===== src/rtl/ps2_key_ctrl_if.sv =====
// Bus between the PS/2 receive FIFO, the scan-code sequencer and the key-event consumer.
// The sequencer takes the master modport; the FIFO and consumer side takes the slave modport.
interface ps2_key_ctrl_if;
  // FIFO side: a byte moves when kbd_ready && kbd_rd in the same cycle.
  // Event side: an event moves when evt_valid && evt_ready in the same cycle. Once
  // evt_valid is high, evt_code/evt_ext/evt_break hold until that cycle.
  logic       kbd_ready;
  logic [7:0] kbd_data;
  logic       kbd_overflow;
  logic       kbd_rd;
  logic       evt_valid;
  logic       evt_ready;
  logic [7:0] evt_code;
  logic       evt_ext;
  logic       evt_break;

  modport master (
    input  kbd_ready, kbd_data, kbd_overflow, evt_ready,
    output kbd_rd, evt_valid, evt_code, evt_ext, evt_break
  );

  modport slave (
    output kbd_ready, kbd_data, kbd_overflow, evt_ready,
    input  kbd_rd, evt_valid, evt_code, evt_ext, evt_break
  );
endinterface


===== src/rtl/ps2_key_ctrl.sv =====
// Set-2 scan-code sequencer: pops FIFO bytes, strips E0/F0 prefixes and emits key events.
// Optional macro PS2_REPEAT_FILTER_EN suppresses typematic repeats of the currently held key.
module ps2_key_ctrl #(
  parameter int CNT_W = 8,
  parameter int ERR_W = 4
) (
  input  logic                 clk,
  input  logic                 clrn,
  ps2_key_ctrl_if.master       bus,
  output logic [CNT_W-1:0]     press_cnt,
  output logic [ERR_W-1:0]     err_cnt,
  output logic                 ovf_seen,
  output logic [1:0]           dbg_state_o
);

  typedef enum logic [1:0] {
    S_IDLE = 2'd0,
    S_E0   = 2'd1,
    S_F0   = 2'd2,
    S_E0F0 = 2'd3
  } state_t;

  state_t           state_q, state_d;
  logic             evt_valid_q;
  logic [7:0]       evt_code_q;
  logic             evt_ext_q;
  logic             evt_break_q;
  logic [CNT_W-1:0] press_cnt_q;
  logic [ERR_W-1:0] err_cnt_q;
  logic             ovf_seen_q;
  logic             held_valid_q;
  logic [7:0]       held_code_q;
  logic             held_ext_q;

  logic       stall;
  logic       pop;
  logic       is_e0, is_f0, is_ign, is_key;
  logic       emit_d, brk_d, ext_d, err_d;
  logic       held_match;
  logic       filt_d;
  logic       fire_d;

  assign stall  = evt_valid_q && !bus.evt_ready;
  assign pop    = bus.kbd_ready && !stall && !bus.kbd_overflow;
  assign bus.kbd_rd = pop;

  assign is_e0  = (bus.kbd_data == 8'hE0);
  assign is_f0  = (bus.kbd_data == 8'hF0);
  assign is_ign = (bus.kbd_data == 8'h00) || (bus.kbd_data == 8'hAA) ||
                  (bus.kbd_data == 8'hE1) || (bus.kbd_data == 8'hFA) ||
                  (bus.kbd_data == 8'hFE) || (bus.kbd_data == 8'hFF);
  assign is_key = !is_e0 && !is_f0 && !is_ign;

  // Byte decode: ignored codes fall through with no state change.
  always_comb begin
    state_d = state_q;
    emit_d  = 1'b0;
    brk_d   = 1'b0;
    ext_d   = 1'b0;
    err_d   = 1'b0;
    if (bus.kbd_overflow) begin
      state_d = S_IDLE;
    end else if (pop && !is_ign) begin
      unique case (state_q)
        S_IDLE: begin
          if (is_e0)      state_d = S_E0;
          else if (is_f0) state_d = S_F0;
          else            emit_d  = 1'b1;
        end
        S_E0: begin
          if (is_f0)      state_d = S_E0F0;
          else if (is_e0) state_d = S_E0;
          else begin
            emit_d  = 1'b1;
            ext_d   = 1'b1;
            state_d = S_IDLE;
          end
        end
        S_F0, S_E0F0: begin
          state_d = S_IDLE;
          if (is_key) begin
            emit_d = 1'b1;
            brk_d  = 1'b1;
            ext_d  = (state_q == S_E0F0);
          end else begin
            err_d  = 1'b1;
          end
        end
        default: state_d = S_IDLE;
      endcase
    end
  end

  assign held_match = held_valid_q && (held_code_q == bus.kbd_data) && (held_ext_q == ext_d);

`ifdef PS2_REPEAT_FILTER_EN
  assign filt_d = emit_d && !brk_d && held_match;
`else
  assign filt_d = 1'b0;
`endif

  assign fire_d = emit_d && !filt_d;

  always_ff @(posedge clk or negedge clrn) begin
    if (!clrn) begin
      state_q      <= S_IDLE;
      evt_valid_q  <= 1'b0;
      evt_code_q   <= 8'h00;
      evt_ext_q    <= 1'b0;
      evt_break_q  <= 1'b0;
      press_cnt_q  <= '0;
      err_cnt_q    <= '0;
      ovf_seen_q   <= 1'b0;
      held_valid_q <= 1'b0;
      held_code_q  <= 8'h00;
      held_ext_q   <= 1'b0;
    end else begin
      state_q <= state_d;
      if (bus.kbd_overflow) ovf_seen_q <= 1'b1;

      // A new event may replace one being accepted in the same cycle.
      if (fire_d) begin
        evt_valid_q <= 1'b1;
        evt_code_q  <= bus.kbd_data;
        evt_ext_q   <= ext_d;
        evt_break_q <= brk_d;
      end else if (evt_valid_q && bus.evt_ready) begin
        evt_valid_q <= 1'b0;
      end

      if (fire_d && !brk_d) press_cnt_q <= press_cnt_q + 1'b1;
      if (err_d && (err_cnt_q != {ERR_W{1'b1}})) err_cnt_q <= err_cnt_q + 1'b1;

      if (emit_d && !brk_d) begin
        held_valid_q <= 1'b1;
        held_code_q  <= bus.kbd_data;
        held_ext_q   <= ext_d;
      end else if (fire_d && brk_d && held_match) begin
        held_valid_q <= 1'b0;
      end
    end
  end

  assign bus.evt_valid = evt_valid_q;
  assign bus.evt_code  = evt_code_q;
  assign bus.evt_ext   = evt_ext_q;
  assign bus.evt_break = evt_break_q;
  assign press_cnt     = press_cnt_q;
  assign err_cnt       = err_cnt_q;
  assign ovf_seen      = ovf_seen_q;
  assign dbg_state_o   = state_q;

endmodule


===== src/flat_wrapper.sv =====
// flat-port wrapper written by rule: the top's interface ports become plain ports
module ps2_key_ctrl_flat 
#(
  parameter int CNT_W = 8,
  parameter int ERR_W = 4
)
  (clk, clrn, press_cnt, err_cnt, ovf_seen, dbg_state_o, bus_kbd_ready, bus_kbd_data, bus_kbd_overflow, bus_evt_ready, bus_kbd_rd, bus_evt_valid, bus_evt_code, bus_evt_ext, bus_evt_break);
  ps2_key_ctrl_if bus_i ();
  input  logic clk;
  input  logic clrn;
  output logic [CNT_W-1:0] press_cnt;
  output logic [ERR_W-1:0] err_cnt;
  output logic ovf_seen;
  output logic [1:0] dbg_state_o;
  input wire logic [$bits(bus_i.kbd_ready)-1:0] bus_kbd_ready;
  input wire logic [$bits(bus_i.kbd_data)-1:0] bus_kbd_data;
  input wire logic [$bits(bus_i.kbd_overflow)-1:0] bus_kbd_overflow;
  input wire logic [$bits(bus_i.evt_ready)-1:0] bus_evt_ready;
  output wire logic [$bits(bus_i.kbd_rd)-1:0] bus_kbd_rd;
  output wire logic [$bits(bus_i.evt_valid)-1:0] bus_evt_valid;
  output wire logic [$bits(bus_i.evt_code)-1:0] bus_evt_code;
  output wire logic [$bits(bus_i.evt_ext)-1:0] bus_evt_ext;
  output wire logic [$bits(bus_i.evt_break)-1:0] bus_evt_break;
  assign bus_i.kbd_ready = bus_kbd_ready;
  assign bus_i.kbd_data = bus_kbd_data;
  assign bus_i.kbd_overflow = bus_kbd_overflow;
  assign bus_i.evt_ready = bus_evt_ready;
  assign bus_kbd_rd = bus_i.kbd_rd;
  assign bus_evt_valid = bus_i.evt_valid;
  assign bus_evt_code = bus_i.evt_code;
  assign bus_evt_ext = bus_i.evt_ext;
  assign bus_evt_break = bus_i.evt_break;
  ps2_key_ctrl #(.CNT_W(CNT_W), .ERR_W(ERR_W)) u_core (.clk(clk), .clrn(clrn), .bus(bus_i), .press_cnt(press_cnt), .err_cnt(err_cnt), .ovf_seen(ovf_seen), .dbg_state_o(dbg_state_o));
endmodule

===== config.mk =====
export PLATFORM = sky130hd
export DESIGN_NAME = ps2_key_ctrl_flat
export DESIGN_NICKNAME = d
export VERILOG_FILES = /design/src/rtl/ps2_key_ctrl_if.sv /design/src/rtl/ps2_key_ctrl.sv /design/src/flat_wrapper.sv
export SDC_FILE = /design/constraint.sdc
export NUM_CORES = 1
export LEC_CHECK = 0
export CAP_MARGIN = 20
export CORE_UTILIZATION = 41
export CTS_BUF_LIST = sky130_fd_sc_hd__clkbuf_2 sky130_fd_sc_hd__clkbuf_4 sky130_fd_sc_hd__clkbuf_8
export CTS_CLUSTER_DIAMETER = 150
export DETAILED_ROUTE_END_ITERATION = 7
export GPL_TIMING_DRIVEN = 0
export PLACE_DENSITY = 0.74
export SYNTH_ARGS = -nofsm -noshare
export SYNTH_HDL_FRONTEND = slang
export SYNTH_SLANG_ARGS = --single-unit

===== constraint.sdc =====
create_clock -name clk -period 1.75 [get_ports clk]
set_clock_uncertainty 0.15 [all_clocks]
set_input_delay 0.175 -clock clk [delete_from_list [all_inputs] [get_ports clk]]
set_output_delay 0.175 -clock clk [all_outputs]
set_load 0.03 [all_outputs]

# --- Word-level counts from Yosys, hierarchy flattened ---
# Cells that the tools add are included.
classes:
  add_sub_neg: 2
  mux: 28
  reduce_logical: 27
  n_eq_ne: 12
ops:
  columns: ["op", "n"]
  rows:
  - ["== test 8 bit (second input constant)", 7]
  - ["two-way mux 1 bit", 20]
  - ["two-way mux 2 bit", 5]
  - ["logical AND 1 bit", 9]
  - ["adder 8 x 1 -> 8 bit (second input constant)", 1]
  - ["logical NOT 8 bit", 1]
  - ["logical NOT 1 bit", 7]
  - ["case mux 2 bit (3 select lines)", 1]
  - ["logical OR 1 bit", 5]
  - ["adder 4 x 1 -> 4 bit (second input constant)", 1]
  - ["== test 2 bit (second input constant)", 2]
  - ["!= test 4 x 2 -> 1 bit (second input constant)", 1]
  - ["!= test 4 bit (second input constant)", 1]
  - ["nonzero test 2 bit", 2]
  - ["case mux 1 bit (3 select lines)", 1]
  - ["== test 2 x 1 -> 1 bit (second input constant)", 1]
  - ["logical NOT 2 bit", 1]
  - ["case mux 1 bit (2 select lines)", 1]
  - ["AND reduction 2 bit", 1]
  - ["OR reduction 2 bit", 1]
totals:
  ff_bits: 26
  inputBits: 13
  output_inout_bits: 27
  word_cells: 77

# --- Longest topological paths before layout ---
# Gate-level depths: netlist (run 1).
logic_depth:
  depth_word: 14
  mapped_depth: 6
  mapped_depth_nobuf: 5

# --- Least setup slack after synthesis (run 1) ---
# Ideal clock, no wire load.
synth_path:
  path_kind: "register -> register"
  start: "register u_core.evt_valid_q, in the netlist u_core.bus.evt_valid"
  end: "register u_core.err_cnt_q[1], in the netlist u_core.err_cnt[1]"
  slack_ps: -91
  path_buffers: 1
  arrival_ps: 1566
  stages_incl_launch_ff: 7
  synth_period_minus_slack_ps: 1841
  path_cell_list: "dfrtp_1 -> nand2b_1 -> nand3b_1 -> nor2_1 -> buf_6 -> nand3_2 -> mux2_4"
synth_between:
  elab_chain_cells: 8
synth_lines:
  columns: ["element", "line", "rtl"]
  rows:
  - ["start, declared", "ps2_key_ctrl.sv:24", "logic evt_valid_q;"]
  - ["start signal, assigned", "ps2_key_ctrl.sv:107", "evt_valid_q <= 1'b0;"]
  - ["start signal, assigned", "ps2_key_ctrl.sv:123", "evt_valid_q <= 1'b1;"]
  - ["start signal, assigned", "ps2_key_ctrl.sv:128", "evt_valid_q <= 1'b0;"]
  - ["logical AND 1 bit", "ps2_key_ctrl.sv:43", "assign stall = evt_valid_q && !bus.evt_ready;"]
  - ["logical NOT 1 bit", "ps2_key_ctrl.sv:44", "assign pop = bus.kbd_ready && !stall && !bus.kbd_overflow;"]
  - ["logical AND 1 bit (2 in series)", "ps2_key_ctrl.sv:44", null]
  - ["logical AND 1 bit", "ps2_key_ctrl.sv:63", "end else if (pop && !is_ign) begin"]
  - ["two-way mux 1 bit", "ps2_key_ctrl.sv:63", null]
  - ["two-way mux 1 bit", "ps2_key_ctrl.sv:61", "if (bus.kbd_overflow) begin"]
  - ["logical AND 1 bit", "ps2_key_ctrl.sv:132", "if (err_d && (err_cnt_q != {ERR_W{1'b1}})) err_cnt_q <= err_cnt_q + 1'b1;"]
  - ["end signal, assigned", "ps2_key_ctrl.sv:132", null]
  - ["end, declared", "ps2_key_ctrl.sv:29", "logic [ERR_W-1:0] err_cnt_q;"]
# Every way passes these cells.
# A chain may end at the register's enable or synchronous reset.

# --- Worst setup path in the final report (run 1) ---
layout_path:
  start: "register u_core.evt_valid_q, in the netlist u_core.bus.evt_valid"
  end: "register u_core.evt_code_q[0], in the netlist u_core.bus.evt_code[0]"
layout_between:
  elab_chain_cells: 7
layout_lines:
  columns: ["element", "line", "rtl"]
  rows:
  - ["logical AND 1 bit", "ps2_key_ctrl.sv:43", null]
  - ["logical NOT 1 bit", "ps2_key_ctrl.sv:44", null]
  - ["logical AND 1 bit (2 in series)", "ps2_key_ctrl.sv:44", null]
  - ["logical AND 1 bit", "ps2_key_ctrl.sv:63", null]
  - ["two-way mux 1 bit", "ps2_key_ctrl.sv:63", null]
  - ["two-way mux 1 bit", "ps2_key_ctrl.sv:61", null]
  - ["end signal, assigned", "ps2_key_ctrl.sv:124", "evt_code_q <= bus.kbd_data;"]
  - ["end, declared", "ps2_key_ctrl.sv:25", "logic [7:0] evt_code_q;"]
# Every way passes these cells.

==> impl_metrics.prom, run 1 <==
# TYPE chip_impl_metric gauge
chip_impl_info{name="run_status",value="finished, final reports clean"} 1
chip_impl_metric{name="htree_num_levels",unit=""} 1
chip_impl_info{name="holdCritPathClass",value="in2reg"} 1
chip_impl_metric{name="pwr-share-clk",unit="%"} 14.7
chip_impl_metric{name="worstSkewPairLatency",unit="ns"} 0.32
chip_impl_metric{name="timing.final.hold_violations",unit=""} 0
chip_impl_metric{name="die_w",unit="µm"} 58.8
chip_impl_info{name="synth_common_cells",value="sky130_fd_sc_hd__dfrtp_1 (26), sky130_fd_sc_hd__mux2_1 (9), sky130_fd_sc_hd__xnor2_1 (9)"} 1
chip_impl_metric{name="post_synth_num_cell_types",unit=""} 38
chip_impl_metric{name="switching_share",unit="%"} 36.8
chip_impl_metric{name="floorplan.die_area",unit="µm²"} 3450
chip_impl_info{name="setup.worst_path.class",value="reg2reg"} 1
chip_impl_info{name="post_synth_main_area_contributors",value="sky130_fd_sc_hd__dfrtp_1 (49%), sky130_fd_sc_hd__mux2_1 (7.7%), sky130_fd_sc_hd__xnor2_1 (6.0%), sky130_fd_sc_hd__nand4_1 (3.8%), sky130_fd_sc_hd__mux2_4 (2.3%)"} 1
chip_impl_metric{name="postRouteWirelength",unit="mm"} 3.11
chip_impl_metric{name="grt_antenna_before_repair",unit=""} 0
chip_impl_info{name="timing.critical_path.from_type",value="flip-flop"} 1
chip_impl_metric{name="ant_cells",unit=""} 0
chip_impl_metric{name="syn_avg_cell_area",unit="µm²"} 12.7
chip_impl_metric{name="layout_cell_share_with_drive_strength_beyond_1",unit="%"} 33.3
chip_impl_metric{name="area_of_the_core",unit="µm²"} 3050
chip_impl_info{name="tritoncts",value="done"} 1
chip_impl_metric{name="cp_max_fo",unit=""} 10
chip_impl_metric{name="layout_worst_path_cycle_share",unit="%"} 99.0
chip_impl_metric{name="fin_tns_setup",unit="ns"} 0
chip_impl_metric{name="cts_num_sinks",unit=""} 26
chip_impl_metric{name="net-switching-power",unit="W"} 0.000629
chip_impl_metric{name="critical_path_arrival",unit="ns"} 1.80
chip_impl_metric{name="report.final.setup_viol",unit=""} 0
chip_impl_info{name="end_kind",value="flip-flop"} 1
chip_impl_info{name="grt_setup_unrepaired",value="yes"} 1
chip_impl_metric{name="syn_area",unit="µm²"} 1320
chip_impl_metric{name="vias_per_cell",unit=""} 5.18
chip_impl_metric{name="stdcell_count",unit=""} 209
chip_impl_metric{name="grt_pass1_wl",unit="mm"} 4.99
chip_impl_metric{name="top_level_ports",unit=""} 40
chip_impl_metric{name="timing.critical_path.required",unit="ns"} 1.82
chip_impl_metric{name="number_of_optimization_iterations_in_the_first_detailed_route_pass",unit=""} 4
chip_impl_metric{name="dp.final_hpwl",unit="mm"} 2.17
chip_impl_metric{name="syn_to_final_growth",unit="%"} 51.4
chip_impl_metric{name="power_density",unit="nW/µm²"} 853
chip_impl_metric{name="total_leakage_power",unit="nW"} 0.987
chip_impl_metric{name="cts.clk_slew.worst_paths",unit="ns"} 0.13
chip_impl_metric{name="fraction_of_registers_with_async_set_or_reset_after_synthesis",unit="%"} 100
chip_impl_info{name="synthDominantAreaCellType",value="sky130_fd_sc_hd__dfrtp_1"} 1
chip_impl_metric{name="seq_area_frac_synth",unit="%"} 49.2
chip_impl_metric{name="max-slew-margin-rel",unit="%"} 59.0
chip_impl_metric{name="postRouteAntennaNets",unit=""} 0
chip_impl_metric{name="grt-ovfl-total",unit=""} 0
chip_impl_metric{name="max-clock-path-buffers",unit=""} 2
chip_impl_metric{name="maxSlewViolCount",unit=""} 0
chip_impl_metric{name="finalWeightedCongestion",unit=""} 0.788
chip_impl_metric{name="worst_slew_pin_slew",unit="ns"} 0.613
chip_impl_metric{name="final_period_minus_worst_setup_slack",unit="ns"} 1.73
chip_impl_metric{name="wire_per_inst",unit="µm"} 14.9
chip_impl_info{name="clock-root-buffer",value="sky130_fd_sc_hd__clkbuf_4"} 1
chip_impl_metric{name="maxCapViolations",unit=""} 0
chip_impl_metric{name="remaining_design_rule_violation_count",unit=""} 0
chip_impl_metric{name="power.internal",unit="W"} 0.00108
chip_impl_metric{name="finalNetCount",unit=""} 182
chip_impl_metric{name="ir_drop_worst_vdd",unit="mV"} 0.625
chip_impl_metric{name="fmax",unit="GHz"} 0.577
chip_impl_info{name="yosys.cell_count.top_type",value="sky130_fd_sc_hd__dfrtp_1"} 1
chip_impl_info{name="synth_top_flop_cell",value="sky130_fd_sc_hd__dfrtp_1"} 1
chip_impl_metric{name="port_buffers",unit=""} 39
chip_impl_metric{name="synth.ff_latch_count",unit=""} 26
chip_impl_metric{name="initial_core_util",unit="%"} 43.3
chip_impl_metric{name="yosysWarningCount",unit=""} 0
chip_impl_metric{name="placementRows",unit=""} 20
chip_impl_metric{name="maximum_number_of_pins_on_one_net_before_global_route_repair",unit=""} 17
chip_impl_metric{name="synth_edf_count",unit=""} 0
chip_impl_metric{name="combPwrFrac",unit="%"} 38.8
chip_impl_metric{name="cts_inserted_buffers",unit=""} 3
chip_impl_metric{name="share_seq_of_total_power",unit="%"} 46.5
chip_impl_metric{name="synth_cells",unit=""} 104
chip_impl_metric{name="die_height",unit="µm"} 58.8
chip_impl_metric{name="first_global_vias",unit=""} 1077
chip_impl_metric{name="mappedNetlistNets",unit=""} 119
chip_impl_metric{name="num_vias",unit=""} 1083
chip_impl_metric{name="starting_drc_count_in_detailed_routing",unit=""} 9
chip_impl_metric{name="yosysTopAreaCellShare",unit="%"} 49.2
chip_impl_metric{name="placed_cells",unit=""} 188
chip_impl_metric{name="gr-usage-all-layers",unit="%"} 19.0
-- logic make-up after synthesis --
| logic type | Yosys count | share of synthesized area (%) |
|---|---|---|
| fa+ha+maj | 2 | 1.89 |
| flops | 26 | 49.2 |
| xor+xnor | 10 | 6.63 |
| simple gates | 38 | 20.8 |
| compound gates | 11 | 9.19 |
| mux | 11 | 9.94 |
| buf+inv | 6 | 2.27 |
-- layout by cell type, fill, tap and decap left out, types with 2 or more instances in the layout --
cell type,count
sky130_fd_sc_hd__a21oi_1,3
sky130_fd_sc_hd__and3_1,2
sky130_fd_sc_hd__buf_4,17
sky130_fd_sc_hd__clkbuf_2,4
sky130_fd_sc_hd__clkbuf_4,3
sky130_fd_sc_hd__clkdlybuf4s15_2,2
sky130_fd_sc_hd__clkdlybuf4s50_1,15
sky130_fd_sc_hd__dfrtp_1,26
sky130_fd_sc_hd__dlygate4sd2_1,12
sky130_fd_sc_hd__dlymetal6s2s_1,5
sky130_fd_sc_hd__ha_1,2
sky130_fd_sc_hd__inv_1,5
sky130_fd_sc_hd__mux2_1,3
sky130_fd_sc_hd__mux2_4,7
sky130_fd_sc_hd__nand2_1,4
sky130_fd_sc_hd__nand2b_1,2
sky130_fd_sc_hd__nand3_1,2
sky130_fd_sc_hd__nand4_1,8
sky130_fd_sc_hd__nor2_4,2
sky130_fd_sc_hd__nor4_1,2
sky130_fd_sc_hd__or4_4,2
sky130_fd_sc_hd__xnor2_1,9
-- state kept, by name, summed over array words and instances, names as in the netlist --
signal and count:
u_core.bus.evt_code 8, u_core.bus.evt_ext 1, u_core.bus.evt_break 1, u_core.press_cnt 8, u_core.bus.evt_valid 1, u_core.dbg_state_o 2, u_core.ovf_seen 1, u_core.err_cnt 4
-- worst max-delay path: stages (launching register included) --
cell	delay, ns
sky130_fd_sc_hd__dfrtp_1	0.41
sky130_fd_sc_hd__nand2b_1	0.10
sky130_fd_sc_hd__nand3b_1	0.12
sky130_fd_sc_hd__buf_4	0.16
sky130_fd_sc_hd__nor2_4	0.15
sky130_fd_sc_hd__buf_12	0.12
sky130_fd_sc_hd__nand2_8	0.08
sky130_fd_sc_hd__mux2_1	0.32
-- per-stage QoR --
step / setup WS [ns] / hold slack (ns) / total power [W] / area (µm²) / utilization, %
6_report: 0.0169 / 0.0102 / 0.00171 / 2000 / 65.5
5_1_grt: -0.0883 / 0.00750 / 0.00179 / 2000 / 65.5
4_1_cts: -0.0231 / 0.0784 / 0.00167 / 1870 / 61.2
3_5_place_dp: -0.682 / 0.307 / 0.00146 / 1800 / 58.9
3_3_place_gp: -0.606 / 0.303 / 0.00143 / 1770 / 58.0
2_1_floorplan: -0.0380 / -0.271 / 0.00115 / 1320 / -
-- power groups by stage --
| stage | Clock [W] | Combinational, W | Sequential [W] |
|---|---|---|---|
| floorplan | 0 | 0.000167 | 0.000985 |
| global placement | 0 | 0.000636 | 0.000798 |
| detailed placement | 0 | 0.000651 | 0.000805 |
| CTS | 0.000255 | 0.000626 | 0.000793 |
| global route | 0.000277 | 0.000703 | 0.000810 |
| finish | 0.000251 | 0.000663 | 0.000793 |
-- final cells by class --
cell class,instances,area [µm²]
fillers,252,1050
multi-input cells,72,697
flip-flops and latches,26,651
repair buffers,58,546
well taps,44,55.1
clock buffers,3,22.5
inverters,5,18.8
plain buffers,1,11.3
-- final timing paths --
check                      depth (start not counted)  slack, ns                             start                                  to
setup / recovery                                   7       0.02  u_core.bus.evt_valid$_DFFE_PN0P_  u_core.bus.evt_code[0]$_DFFE_PN0P_
hold / removal                                     2       0.01                   bus_kbd_data[1]  u_core.bus.evt_code[1]$_DFFE_PN0P_
setup reg to reg                                   7       0.02  u_core.bus.evt_valid$_DFFE_PN0P_  u_core.bus.evt_code[0]$_DFFE_PN0P_
hold reg to reg                                    1       0.34       u_core.ovf_seen$_DFFE_PN0P_         u_core.ovf_seen$_DFFE_PN0P_
max in group asynchronous                          2       0.89                              clrn       u_core.err_cnt[1]$_DFFE_PN0P_
min in group asynchronous                          1       0.07                              clrn    u_core.bus.evt_break$_DFFE_PN0P_
-- layer usage --
layer	vias up	GRT usage (%)	part of all wire [%]
met5	-	0	0
met4	0	8.50	1.7
met3	7	2.86	3.6
met2	35	33.4	53
met1	528	22.9	42
li1	513	-	-
-- what timing repair did --
item	4_1_cts	5_1_grt
hold buffers	0	1
setup endpoints to repair	35	23
setup buffers	6	11
resized for setup	27	20
hold endpoints to repair	0	1
pin swaps	6	8
No activity file was read; power rests on OpenSTA's default activity.
==> inputs of run 2 (changes only) <==
Settings changed: HOLD_SLACK_MARGIN set to 0.03.
==> run 2 against run 1 <==
First-iteration DRC count grew 44%. Fmax is essentially flat. Clock power is essentially flat. Setup slack is essentially flat. Sequential share of layout area shrank 0.16 points. Final area grew 0.50%. Critical endpoint unchanged. Largest cell class unchanged.
==> impl_metrics.prom, run 2 (synthesis results as in run 1) <==
# TYPE chip_impl_metric gauge
chip_impl_info{name="crit-reg2reg-launch",value="u_core.bus.evt_valid$_DFFE_PN0P_"} 1
chip_impl_metric{name="total_leakage_power",unit="nW"} 0.992
chip_impl_metric{name="cp_max_fo",unit=""} 10
chip_impl_metric{name="htree_num_levels",unit=""} 1
chip_impl_metric{name="die_height",unit="µm"} 58.8
chip_impl_metric{name="floorplan.die_area",unit="µm²"} 3450
chip_impl_info{name="grt_setup_unrepaired",value="yes"} 1
chip_impl_metric{name="timing.critical_path.required",unit="ns"} 1.82
chip_impl_metric{name="placed_cells",unit=""} 188
chip_impl_metric{name="postRouteAntennaNets",unit=""} 0
chip_impl_metric{name="remaining_design_rule_violation_count",unit=""} 0
chip_impl_metric{name="report.final.setup_viol",unit=""} 0
chip_impl_info{name="timing.critical_path.from_type",value="flip-flop"} 1
chip_impl_metric{name="stdcell_count",unit=""} 210
chip_impl_metric{name="gr-usage-all-layers",unit="%"} 19.0
chip_impl_metric{name="worst-r2r-setup-slack",unit="ns"} 0.02
chip_impl_info{name="clock-root-buffer",value="sky130_fd_sc_hd__clkbuf_4"} 1
chip_impl_metric{name="final_period_minus_worst_setup_slack",unit="ns"} 1.73
chip_impl_metric{name="worst_slew_pin_slew",unit="ns"} 0.611
chip_impl_metric{name="total_placed_instance_area",unit="µm²"} 1800
chip_impl_metric{name="dpl_worst_slack",unit="ns"} -0.682
chip_impl_metric{name="ir_drop_worst_vdd",unit="mV"} 0.625
chip_impl_metric{name="port_buffers",unit=""} 39
chip_impl_metric{name="top_level_ports",unit=""} 40
chip_impl_metric{name="maximum_number_of_pins_on_one_net_before_global_route_repair",unit=""} 17
chip_impl_metric{name="die_w",unit="µm"} 58.8
chip_impl_metric{name="maxSlewViolCount",unit=""} 0
chip_impl_info{name="holdCritPathClass",value="in2async"} 1
chip_impl_metric{name="grt_pass1_wl",unit="mm"} 4.99
chip_impl_info{name="setup.worst_path.class",value="reg2reg"} 1
chip_impl_metric{name="postRouteWirelength",unit="mm"} 3.13
chip_impl_metric{name="timing.final.hold_violations",unit=""} 0
chip_impl_metric{name="layout_cell_share_with_drive_strength_beyond_1",unit="%"} 33.1
chip_impl_metric{name="vias_per_cell",unit=""} 5.19
chip_impl_metric{name="fmax",unit="GHz"} 0.577
chip_impl_metric{name="starting_drc_count_in_detailed_routing",unit=""} 13
chip_impl_metric{name="cts_inserted_buffers",unit=""} 3
chip_impl_info{name="timing.rr.end",value="u_core.bus.evt_code[0]$_DFFE_PN0P_"} 1
chip_impl_metric{name="num_vias",unit=""} 1089
chip_impl_metric{name="finish.utilization",unit="%"} 65.9
chip_impl_metric{name="area_of_the_core",unit="µm²"} 3050
chip_impl_metric{name="ant_cells",unit=""} 0
chip_impl_metric{name="grt-ovfl-total",unit=""} 0
chip_impl_metric{name="finalWeightedCongestion",unit=""} 0.788
chip_impl_info{name="tritoncts",value="done"} 1
chip_impl_metric{name="smallest_setup_slack_after_layout",unit="ns"} 0.0173
chip_impl_metric{name="worstSkewPairLatency",unit="ns"} 0.32
chip_impl_metric{name="grt_antenna_before_repair",unit=""} 0
chip_impl_metric{name="first_global_vias",unit=""} 1077
chip_impl_metric{name="placementRows",unit=""} 20
chip_impl_info{name="mostFrequentLayoutCells",value="sky130_fd_sc_hd__dfrtp_1 (26), sky130_fd_sc_hd__buf_4 (17), sky130_fd_sc_hd__clkdlybuf4s50_1 (15)"} 1
chip_impl_info{name="layout.cells.most_common",value="sky130_fd_sc_hd__dfrtp_1"} 1
chip_impl_metric{name="maxCapViolations",unit=""} 0
chip_impl_metric{name="fin_tns_setup",unit="ns"} 0
chip_impl_metric{name="finalNetCount",unit=""} 183
chip_impl_metric{name="dp.final_hpwl",unit="mm"} 2.17
chip_impl_metric{name="number_of_optimization_iterations_in_the_first_detailed_route_pass",unit=""} 4
chip_impl_metric{name="syn_to_final_growth",unit="%"} 52.2
chip_impl_metric{name="layout_worst_path_cycle_share",unit="%"} 99.0
chip_impl_metric{name="cts_num_sinks",unit=""} 26
chip_impl_metric{name="cts.clk_slew.worst_paths",unit="ns"} 0.13
chip_impl_metric{name="layout.filler_cells",unit=""} 252
chip_impl_metric{name="critical_path_arrival",unit="ns"} 1.80
chip_impl_metric{name="max-clock-path-buffers",unit=""} 2
chip_impl_metric{name="r2r_cells",unit=""} 7
chip_impl_metric{name="wire_per_inst",unit="µm"} 14.9
chip_impl_metric{name="max-slew-margin-rel",unit="%"} 59.2
chip_impl_metric{name="power_density",unit="nW/µm²"} 850
chip_impl_metric{name="initial_core_util",unit="%"} 43.3
chip_impl_info{name="run_status",value="finished, final reports clean"} 1
chip_impl_info{name="end_kind",value="flip-flop"} 1
chip_impl_metric{name="post-route-cell-area",unit="µm²"} 2010
[run 2: cell types whose count changed in the layout (fill, tap and decap cells not counted), sizes merged]
cell | before | now
dlygate4sd3 | 1 | 2
[run 2: layout make-up]
| class | count | area [µm²] | share of cell area, % |
|---|---|---|---|
| plain buffers | 1 | 11.3 | 0.560 |
| clock buffers | 3 | 22.5 | 1.12 |
| inverters | 5 | 18.8 | 0.933 |
| multi-input cells | 72 | 697 | 34.7 |
| flip-flops and latches | 26 | 651 | 32.4 |
| well taps | 44 | 55.1 | 2.74 |
| repair buffers | 59 | 556 | 27.6 |
[run 2: worst max-delay path: stages (launching register included)]
cell and delay [ns]:
sky130_fd_sc_hd__dfrtp_1 0.41, sky130_fd_sc_hd__nand2b_1 0.10, sky130_fd_sc_hd__nand3b_1 0.12, sky130_fd_sc_hd__buf_4 0.16, sky130_fd_sc_hd__nor2_4 0.15, sky130_fd_sc_hd__buf_12 0.12, sky130_fd_sc_hd__nand2_8 0.08, sky130_fd_sc_hd__mux2_1 0.32
[run 2: metrics by stage]
step | total power, W | hold slack [ns]
final | 0.00171 | 0.0713
after global routing | 0.00179 | 0.0983
after CTS | 0.00167 | 0.0784
after detailed placement | 0.00146 | 0.307
after global placement | 0.00143 | 0.303
after floorplan | 0.00115 | -0.271
[run 2: where the power goes]
part | leakage (nW) | switching, W | internal, W
sequential | 0.329 | 0.0000958 | 0.000698
combinational | 0.649 | 0.000364 | 0.000301
clock | 0.0138 | 0.000170 | 0.0000806
total | 0.992 | 0.000629 | 0.00108
[run 2: worst max-delay path by stage]
stage	start	end	slack, ns	depth (start not counted)
2_1_floorplan	u_core.bus.evt_valid$_DFFE_PN0P_	u_core.err_cnt[1]$_DFFE_PN0P_	-0.04	6
3_3_place_gp	bus_kbd_data[1]	u_core.bus.evt_break$_DFFE_PN0P_	-0.61	6
3_5_place_dp	bus_kbd_data[1]	u_core.bus.evt_break$_DFFE_PN0P_	-0.68	6
4_1_cts	u_core.bus.evt_valid$_DFFE_PN0P_	u_core.press_cnt[1]$_DFFE_PN0P_	-0.02	6
5_1_grt	u_core.bus.evt_valid$_DFFE_PN0P_	u_core.press_cnt[4]$_DFFE_PN0P_	-0.09	7
6_report	u_core.bus.evt_valid$_DFFE_PN0P_	u_core.bus.evt_code[0]$_DFFE_PN0P_	0.02	7
[run 2: repair_timing]
| item | in CTS | in global routing |
|---|---|---|
| cloned | 0 | 0 |
| resized for setup | 27 | 20 |
| hold endpoints to repair | 0 | 2 |
| hold buffers | 0 | 2 |
| endpoints found under the setup margin | 35 | 23 |
| pin swaps | 6 | 8 |
| buffers inserted | 6 | 11 |
[run 2: routing by layer]
layer  track usage [%]  share of wire (%)  vias up
met2              33.4                 53       34
met1              22.9                 42      532
met4              8.50                1.7        0
met3              2.86                3.5        7
li1                  -                  -      516
met5                 0                  0        -
==> inputs of run 3 (changes only) <==
Settings changed: CORE_MARGIN set to 2, SKIP_LAST_GASP set to 1.
==> run 3 against run 2 <==
Wire length up 11%. Core utilization down 1.9 points. Power down 1.4%. Hold slack worse by 0.015 ns. Critical endpoint is now u_core.bus.evt_break$_DFFE_PN0P_.
==> impl_metrics.prom, run 3 (synthesis results as in run 1) <==
# TYPE chip_impl_metric gauge
chip_impl_metric{name="grt-ovfl-total",unit=""} 0
chip_impl_metric{name="floorplan.die_area",unit="µm²"} 3690
chip_impl_metric{name="pwr-share-clk",unit="%"} 14.9
chip_impl_metric{name="total_placed_instance_area",unit="µm²"} 1780
chip_impl_metric{name="report.final.setup_viol",unit=""} 0
chip_impl_info{name="grt_setup_unrepaired",value="yes"} 1
chip_impl_metric{name="initial_core_util",unit="%"} 43.3
chip_impl_metric{name="critical_path_arrival",unit="ns"} 1.78
chip_impl_metric{name="remaining_design_rule_violation_count",unit=""} 0
chip_impl_metric{name="max-clock-path-buffers",unit=""} 2
chip_impl_metric{name="vias_per_cell",unit=""} 5.34
chip_impl_metric{name="cts_num_sinks",unit=""} 26
chip_impl_metric{name="area_of_the_core",unit="µm²"} 3050
chip_impl_metric{name="first_global_vias",unit=""} 1056
chip_impl_metric{name="postRouteAntennaNets",unit=""} 0
chip_impl_metric{name="worst-r2r-setup-slack",unit="ns"} 0.03
chip_impl_metric{name="fmax",unit="GHz"} 0.582
chip_impl_metric{name="gr-usage-met3",unit="%"} 4.05
chip_impl_metric{name="cts_inserted_buffers",unit=""} 3
chip_impl_metric{name="layout_worst_path_cycle_share",unit="%"} 98.1
chip_impl_metric{name="dp.final_hpwl",unit="mm"} 2.24
chip_impl_info{name="holdCritPathClass",value="in2async"} 1
chip_impl_metric{name="combPwrFrac",unit="%"} 38.1
chip_impl_metric{name="finalWeightedCongestion",unit=""} 0.782
chip_impl_metric{name="grtUsageMet2",unit="%"} 34.4
chip_impl_metric{name="finalNetCount",unit=""} 179
chip_impl_metric{name="maximum_number_of_pins_on_one_net_before_global_route_repair",unit=""} 16
chip_impl_info{name="clock-root-buffer",value="sky130_fd_sc_hd__clkbuf_4"} 1
chip_impl_metric{name="grt_pass1_wl",unit="mm"} 5.31
chip_impl_metric{name="timing.final.hold_violations",unit=""} 0
chip_impl_metric{name="worst_slew_pin_slew",unit="ns"} 0.594
chip_impl_metric{name="net-switching-power",unit="W"} 0.000634
chip_impl_info{name="setup.worst_path.class",value="in2reg"} 1
chip_impl_metric{name="grt_antenna_before_repair",unit=""} 0
chip_impl_metric{name="grt_util_met1",unit="%"} 25.2
chip_impl_info{name="tritoncts",value="done"} 1
chip_impl_metric{name="share_seq_of_total_power",unit="%"} 47.0
chip_impl_info{name="layout.cells.most_common",value="sky130_fd_sc_hd__dfrtp_1"} 1
chip_impl_metric{name="ant_cells",unit=""} 0
chip_impl_metric{name="die_w",unit="µm"} 60.8
chip_impl_metric{name="cts.clk_slew.worst_paths",unit="ns"} 0.13
chip_impl_metric{name="port_buffers",unit=""} 39
chip_impl_metric{name="postRouteWirelength",unit="mm"} 3.46
chip_impl_metric{name="max-slew-margin-rel",unit="%"} 60.2
chip_impl_metric{name="htree_num_levels",unit=""} 1
chip_impl_metric{name="worstSkewPairLatency",unit="ns"} 0.32
chip_impl_metric{name="wire_per_inst",unit="µm"} 16.8
chip_impl_metric{name="timing.critical_path.required",unit="ns"} 1.82
chip_impl_metric{name="syn_to_final_growth",unit="%"} 47.8
chip_impl_metric{name="num_vias",unit=""} 1100
chip_impl_metric{name="maxSlewViolCount",unit=""} 0
chip_impl_metric{name="layout.filler_cells",unit=""} 260
chip_impl_metric{name="placementRows",unit=""} 20
chip_impl_metric{name="starting_drc_count_in_detailed_routing",unit=""} 14
chip_impl_metric{name="power.internal",unit="W"} 0.00105
chip_impl_info{name="run_status",value="finished, final reports clean"} 1
chip_impl_metric{name="power_density",unit="nW/µm²"} 863
chip_impl_metric{name="cp_max_fo",unit=""} 6
chip_impl_info{name="mostFrequentLayoutCells",value="sky130_fd_sc_hd__dfrtp_1 (26), sky130_fd_sc_hd__clkdlybuf4s50_1 (14), sky130_fd_sc_hd__dlygate4sd2_1 (13)"} 1
chip_impl_metric{name="maxCapViolations",unit=""} 0
chip_impl_metric{name="ir_drop_worst_vdd",unit="mV"} 0.639
chip_impl_metric{name="power",unit="W"} 0.00168
chip_impl_metric{name="gr-usage-all-layers",unit="%"} 20.0
chip_impl_metric{name="dpl_worst_slack",unit="ns"} -0.658
chip_impl_metric{name="post-route-cell-area",unit="µm²"} 1950
chip_impl_metric{name="switching_share",unit="%"} 37.6
chip_impl_metric{name="number_of_optimization_iterations_in_the_first_detailed_route_pass",unit=""} 4
chip_impl_metric{name="smallest_setup_slack_after_layout",unit="ns"} 0.0330
chip_impl_metric{name="final_period_minus_worst_setup_slack",unit="ns"} 1.72
chip_impl_metric{name="total_leakage_power",unit="nW"} 0.955
chip_impl_metric{name="layout_cell_share_with_drive_strength_beyond_1",unit="%"} 29.0
chip_impl_metric{name="top_level_ports",unit=""} 40
chip_impl_info{name="timing.critical_path.from_type",value="input pin"} 1
chip_impl_metric{name="die_height",unit="µm"} 60.8
chip_impl_info{name="end_kind",value="flip-flop"} 1
chip_impl_info{name="globalRoute.busiestLayer",value="met2"} 1
==> run 3: through the flow <==
stage	hold slack (ns)	util (%)	setup TNS (ns)	std cells
2_1_floorplan	-0.271	-	-0.0380	104
3_3_place_gp	0.300	58.0	-12.94	187
3_5_place_dp	0.300	58.4	-13.98	188
4_1_cts	0.0736	61.5	-0.106	198
5_1_grt	0.0527	64.0	-0.183	206
6_report	0.0564	64.0	0	206
==> run 3: worst max-delay path, cell delays in order <==
cell	delay, ns
sky130_fd_sc_hd__clkdlybuf4s15_2	0.24
sky130_fd_sc_hd__or4b_4	0.56
sky130_fd_sc_hd__o221ai_4	0.23
sky130_fd_sc_hd__nand2_4	0.13
sky130_fd_sc_hd__nand2_8	0.12
sky130_fd_sc_hd__mux2_1	0.32
==> run 3: power by group through the flow <==
stage	sequential, W	combinational (W)	clock [W]
after floorplan	0.000985	0.000167	0
after global placement	0.000800	0.000635	0
after detailed placement	0.000806	0.000650	0
after CTS	0.000792	0.000625	0.000255
after global routing	0.000810	0.000682	0.000286
final	0.000792	0.000642	0.000251
==> run 3: worst paths after layout <==
check	endpoint	cells after the start	from
hold / removal	u_core.err_cnt[3]$_DFFE_PN0P_	1	clrn
setup / recovery	u_core.bus.evt_break$_DFFE_PN0P_	6	bus_kbd_data[3]
setup reg to reg	u_core.press_cnt[1]$_DFFE_PN0P_	5	u_core.bus.evt_valid$_DFFE_PN0P_
min in group clk	u_core.bus.evt_code[1]$_DFFE_PN0P_	2	bus_kbd_data[1]
max in group asynchronous	u_core.press_cnt[1]$_DFFE_PN0P_	2	clrn
hold reg to reg	u_core.ovf_seen$_DFFE_PN0P_	1	u_core.ovf_seen$_DFFE_PN0P_
==> run 3: layout make-up <==
cell class | count | area (µm²) | area share (%)
multi-input combinational | 73 | 699 | 35.8
sequential | 26 | 651 | 33.3
timing repair buffer | 54 | 495 | 25.4
tap | 44 | 55.1 | 2.82
clock buffer | 3 | 22.5 | 1.15
inverter | 5 | 18.8 | 0.961
buffer | 1 | 11.3 | 0.577
==> run 3: repair_timing <==
action                                  in CTS  in global routing
endpoints found under the hold margin        0                  1
endpoints found under the setup margin      36                 23
cloned                                       1                  1
hold buffers                                 0                  1
resized for setup                           31                 16
pin swaps                                    6                  6
buffers inserted                             6                  6
==> run 3: per-layer routing <==
metal  share of wire, %  wire length, µm  up-vias
met5                  0                0        -
met2                 54             1870       35
li1                   -                -      505
met3                3.8              133        7
met4                1.3               46        0
met1                 41             1410      553
